--- src/rtl/dilated_tap_sequencer.sv ---
// Time-multiplexes one shared 4-lane row x 4x4 matrix multiplier across the K taps of a
// dilated causal convolution layer. Each accepted input row is written into a circular
// history, then K taps are issued one per cycle at dilation offsets; the multiplier results
// are captured a fixed MM_LATENCY cycles after each issue and summed into one output row.
//
// Ports:
//   clk_i, rst_i            clock, asynchronous active-high reset
//   in_row_i/in_v_i/in_rdy_o  input row handshake (ready only while idle)
//   mm_a_o, mm_tap_o        row and weight-matrix select driven to the shared multiplier
//   mm_out0_i..mm_out3_i    multiplier results, 2*W signed
//   out0_o..out3_o          accumulated output row, ACC_W signed
//   out_v_o/out_rdy_i       output row handshake
module dilated_tap_sequencer #(
  parameter int unsigned W           = 16,
  parameter int unsigned K           = 4,
  parameter int unsigned D           = 2,
  parameter int unsigned MM_LATENCY  = 2,
  localparam int unsigned DEPTH      = (K - 1) * D + 1,
  localparam int unsigned ACC_W      = 2 * W + $clog2(K),
  localparam int unsigned TAP_W      = (K > 1) ? $clog2(K) : 1
) (
  input  logic                    clk_i,
  input  logic                    rst_i,
  input  logic signed [W-1:0]     in_row_i [0:3],
  input  logic                    in_v_i,
  output logic                    in_rdy_o,
  output logic signed [W-1:0]     mm_a_o [0:3],
  output logic [TAP_W-1:0]        mm_tap_o,
  input  logic signed [2*W-1:0]   mm_out0_i,
  input  logic signed [2*W-1:0]   mm_out1_i,
  input  logic signed [2*W-1:0]   mm_out2_i,
  input  logic signed [2*W-1:0]   mm_out3_i,
  output logic signed [ACC_W-1:0] out0_o,
  output logic signed [ACC_W-1:0] out1_o,
  output logic signed [ACC_W-1:0] out2_o,
  output logic signed [ACC_W-1:0] out3_o,
  output logic                    out_v_o,
  input  logic                    out_rdy_i
);

  localparam int unsigned PTR_W = (DEPTH > 1) ? $clog2(DEPTH) : 1;
  // Capture pipe pattern when only the final tap is still in flight.
  localparam logic [MM_LATENCY-1:0] CapLast = MM_LATENCY'(1) << (MM_LATENCY - 1);

  typedef enum logic [1:0] {StIdle, StIssue, StDrain, StOutput} state_e;

  state_e                  state_q, state_d;
  logic [TAP_W-1:0]        tap_q, tap_d;
  logic [PTR_W-1:0]        wr_ptr_q, wr_ptr_d;
  logic [MM_LATENCY-1:0]   cap_q, cap_d;
  logic signed [ACC_W-1:0] acc_q [4];
  logic signed [ACC_W-1:0] acc_d [4];
  logic signed [W-1:0]     hist_q [DEPTH][4];
  logic                    hist_we;
  logic signed [2*W-1:0]   mm_out [4];
  logic [PTR_W-1:0]        rd_idx;
  logic [31:0]             rd_sum;

  always_comb begin
    mm_out[0] = mm_out0_i;
    mm_out[1] = mm_out1_i;
    mm_out[2] = mm_out2_i;
    mm_out[3] = mm_out3_i;
  end

  // Read index (wr_ptr - k*D) mod DEPTH; DEPTH is added first so the subtraction never
  // goes negative, since k*D <= DEPTH-1.
  always_comb begin
    rd_sum = 32'(wr_ptr_q) + DEPTH - 32'(tap_q) * D;
    if (rd_sum >= DEPTH) rd_sum = rd_sum - DEPTH;
    rd_idx = PTR_W'(rd_sum);
  end

  always_comb begin
    state_d  = state_q;
    tap_d    = tap_q;
    wr_ptr_d = wr_ptr_q;
    hist_we  = 1'b0;
    cap_d    = (cap_q << 1) | MM_LATENCY'(state_q == StIssue);
    for (int j = 0; j < 4; j++) begin
      acc_d[j] = acc_q[j];
      // Results are only meaningful exactly MM_LATENCY edges after an issue.
      if (cap_q[MM_LATENCY-1]) acc_d[j] = acc_q[j] + ACC_W'(mm_out[j]);
    end
    unique case (state_q)
      StIdle: begin
        if (in_v_i) begin
          hist_we = 1'b1;
          tap_d   = '0;
          state_d = StIssue;
          for (int j = 0; j < 4; j++) acc_d[j] = '0;
        end
      end
      StIssue: begin
        if (tap_q == TAP_W'(K - 1)) begin
          tap_d   = '0;
          state_d = StDrain;
        end else begin
          tap_d = tap_q + 1'b1;
        end
      end
      StDrain: begin
        if (cap_q == CapLast) state_d = StOutput;
      end
      StOutput: begin
        if (out_rdy_i) begin
          wr_ptr_d = (wr_ptr_q == PTR_W'(DEPTH - 1)) ? '0 : wr_ptr_q + 1'b1;
          state_d  = StIdle;
        end
      end
      default: state_d = StIdle;
    endcase
  end

  always_ff @(posedge clk_i or posedge rst_i) begin
    if (rst_i) begin
      state_q  <= StIdle;
      tap_q    <= '0;
      wr_ptr_q <= '0;
      cap_q    <= '0;
      for (int j = 0; j < 4; j++) acc_q[j] <= '0;
      for (int i = 0; i < DEPTH; i++) begin
        for (int j = 0; j < 4; j++) hist_q[i][j] <= '0;
      end
    end else begin
      state_q  <= state_d;
      tap_q    <= tap_d;
      wr_ptr_q <= wr_ptr_d;
      cap_q    <= cap_d;
      for (int j = 0; j < 4; j++) acc_q[j] <= acc_d[j];
      if (hist_we) begin
        for (int j = 0; j < 4; j++) hist_q[wr_ptr_q][j] <= in_row_i[j];
      end
    end
  end

  always_comb begin
    in_rdy_o = (state_q == StIdle);
    out_v_o  = (state_q == StOutput);
    mm_tap_o = '0;
    for (int j = 0; j < 4; j++) mm_a_o[j] = '0;
    if (state_q == StIssue) begin
      mm_tap_o = tap_q;
      for (int j = 0; j < 4; j++) mm_a_o[j] = hist_q[rd_idx][j];
    end
    out0_o = '0;
    out1_o = '0;
    out2_o = '0;
    out3_o = '0;
    if (state_q == StOutput) begin
      out0_o = acc_q[0];
      out1_o = acc_q[1];
      out2_o = acc_q[2];
      out3_o = acc_q[3];
    end
  end

endmodule

--- config.mk ---
export PLATFORM = sky130hd
export DESIGN_NAME = dilated_tap_sequencer
export DESIGN_NICKNAME = d
export VERILOG_FILES = /design/src/rtl/dilated_tap_sequencer.sv
export SDC_FILE = /design/constraint.sdc
export NUM_CORES = 2
export LEC_CHECK = 0
export ABC_AREA = 1
export BUFFER_PORTS_ARGS = -buffer_cell sky130_fd_sc_hd__buf_2
export CAP_MARGIN = 0
export CORE_AREA = 2 2 304 427
export CTS_CLUSTER_SIZE = 40
export DETAILED_ROUTE_END_ITERATION = 10
export DIE_AREA = 0 0 306 429
export GPL_ROUTABILITY_DRIVEN = 0
export PLACE_DENSITY_LB_ADDON = 0.15
export SETUP_SLACK_MARGIN = 0.2
export SYNTH_ARGS = -nofsm -noshare
export SYNTH_HDL_FRONTEND = slang
export SYNTH_SLANG_ARGS = --single-unit
--- constraint.sdc ---
create_clock -name clk_i -period 24.1 [get_ports clk_i]
set_input_delay 2.41 -clock clk_i [delete_from_list [all_inputs] [get_ports clk_i]]
set_output_delay 2.41 -clock clk_i [all_outputs]
set_load 0.05 [all_outputs]
==> impl_metrics.tcl <==
set metrics [dict create \
    cts_root_buffer "clkbuf_16" \
    crit_top_cell "nand2_1" \
    cp_cell_sequence "inv_1, fa_1, xnor2_1, nand2_1, nand3_4, nand2_8, clkinv_2, nor2_4, buf_4, nand2_1, nand3_1, nand2_1, nor2_1, buf_2" \
    syn_to_final_growth_pct 15.43 \
    cp_max_fo 117 \
    critical_path_depth 14 \
    hold_viol 0 \
    post-route-period-util 0.3522 \
    cts_tree "done" \
    final.min_clock_period_ps 8489 \
    drt_iter0_markers 2118 \
    crit_end "mm_a_o[59]" \
    fmax_ghz 0.1178 \
    viasPerCell 4.726 \
    syn-cell-area_um2 38020 \
    cp_num_buf_inv 4 \
    cts_buffers 76 \
    fin_skew_ps 30.12 \
    final_cells 7636 \
    cp_top_family "simple AND/OR/NAND/NOR gates" \
    numPortBuffers 399 \
    htreeDepth 3 \
    clk_latency_ps 680 \
    yosys.area.top_type "dfrtp_1" \
    wl_per_cell_um 17.50 \
    synthCells 5676 \
    final-setup-viol-count 0 \
    grt_max_degree 142 \
    die_w_um 306 \
    start_kind "flop" \
    syn_nets 6017 \
    ant_nets 0 \
    critPathKind "flop to output pin" \
    start_util 0.2993 \
    dr_wl_met3_um 6279 \
    layout-drive-gt1-share 0.09734 \
    yosysTopAreaCellShare 0.3903 \
    min_path_type "flop to flop" \
    grt_pass1_wl_um 209100 \
    max_cap_violations 0 \
    crit_start "wr_ptr_q[0]" \
    ys_async_sr_fraction 1.000 \
    core_um2 127000 \
    r2r_end "hist_q[120]" \
    grt_overflow 0 \
    avgSynthCellArea_um2 6.699 \
    synth_area_leaders "dfrtp_1, nand2_1, inv_1, o21ai_0, nor2_1" \
    grt_antenna_before_repair 16 \
    crit_path_end_kind "output pin" \
    crit_required_ps 21690 \
    synth_cell_type_count 32 \
    highest_layer "met5" \
    dp.cells 7489 \
    ff2ff_path_depth 9 \
    wirelength_um 133600 \
    slowest_stage "nand2_8" \
    tightest_slew_ps 1103 \
    synth_top_flop_cell "dfrtp_1" \
    yosysWarnings 0 \
    maxSlewHeadroom 0.2644 \
    gr-usage-all-layers 0.2021 \
    min_path_cells 0 \
    drv_slew 0 \
    synth_edf_count 0 \
    dieArea_um2 131300 \
    dp_hpwl_um 89970 \
    vias 36090 \
    grt_pass1_vias 35790 \
    postCtsHoldBufs 0 \
    yosysMostFrequentCell "nand2_1" \
    cts_setup_buffers 0 \
    ys_seq_area_frac 0.3903 \
    dr.pass1.iters 6 \
    r2r_slack_ps 20350 \
    io-pin-count 400 \
    r2r-start "state_q[0]" \
    grt_setup_unrepaired "false" \
    dr_wl_met2_um 66580 \
    ctsResizeCount 0 \
    clock_path_buffers 3 \
    ys_top_cells_by_count "nand2_1, inv_1, nor2_1" \
    critPathMaxStageDelay_ps 920 \
    clock_sinks 593 \
    path_clk_slew_ps 50 \
    synth-seq-cells 593 \
    die_h_um 429 \
    drc 0 \
    finalSetupTns_ps 0 \
    final.fill_count 14040 \
    status "complete, no violations" \
    placementRows 155 \
    crit_arrival_ps 6080 \
    drt-met1-wl_um 56640 \
    nets 6260 \
]
## sequential cells by signal, indices dropped and copies added (netlist names)
register  count
hist_q      448
cap_q         2
wr_ptr_q      3
acc_q       136
state_q       2
tap_q         2
## area by class of cell
cell class / instances / area [µm²] / area share
inverters: 843 / 3177 / 0.07238
multi-input cells: 3979 / 19090 / 0.4349
clock buffers: 114 / 2216 / 0.05049
diodes: 9 / 22.52 / 0.0005132
repair buffers: 426 / 2225 / 0.05069
clock inverters: 24 / 257.7 / 0.005873
well taps: 1648 / 2062 / 0.04698
flip-flops and latches: 593 / 14840 / 0.3382
## per-layer routing
| layer | vias to the layer above | global-route usage |
|---|---|---|
| met1 | 16790 | 0.2431 |
| met2 | 814 | 0.3639 |
| met5 | - | 0 |
| li1 | 18270 | - |
| met3 | 204 | 0.02967 |
| met4 | 16 | 0.07147 |
## kinds of logic (layout without fill, tap and decap cells)
| logic type | count (synthesis) | in the layout | synth area share |
|---|---|---|---|
| compound gates | 869 | 869 | 0.1178 |
| xor+xnor | 38 | 38 | 0.008951 |
| fa+ha+maj | 145 | 145 | 0.04870 |
| buf+inv | 1104 | 1407 | 0.1114 |
| flops | 593 | 593 | 0.3903 |
| other cells | 0 | 9 | 0 |
| simple gates | 2927 | 2927 | 0.3228 |
## metrics by stage
stage	area, µm²	util	worst slack [ps]	hold slack [ps]
final	43890	0.3455	15610	386.2
after CTS	43870	0.3453	15430	395.5
after global routing	43870	0.3453	15140	402.7
after detailed placement	41390	0.3259	16210	385.2
after global placement	41390	0.3259	16150	375.8
after floorplan	38020	-	5094	348.8
## worst min-delay path by stage
stage          startpoint       end  slack, ps
2_1_floorplan    cap_q[0]  cap_q[1]        350
3_3_place_gp     cap_q[0]  cap_q[1]        380
3_5_place_dp     cap_q[0]  cap_q[1]        390
4_1_cts          cap_q[0]  cap_q[1]        400
5_1_grt          cap_q[0]  cap_q[1]        400
6_report         cap_q[0]  cap_q[1]        390
## layout by cell type (no fill, tap or decap), types with 3 or more instances in the layout
master,n
a21oi_1,218
fa_1,5
nor3_1,38
a21o_1,4
o21ai_0,599
nor2_1,615
nand4_1,26
or2_2,17
xnor2_1,6
inv_1,837
o211ai_1,28
a21boi_0,3
dfrtp_1,592
diode_2,9
clkbuf_8,15
nand3b_1,129
xor2_1,31
clkbuf_1,22
o21bai_1,15
ha_1,138
nand2_4,7
buf_2,399
clkbuf_16,77
clkinv_2,18
or2_1,52
nand2_1,1640
buf_4,25
nand3_1,396
Power is left out: the tool's default activity adds up to more than one toggle a clock period on the data nets, which glitch-free logic cannot reach.
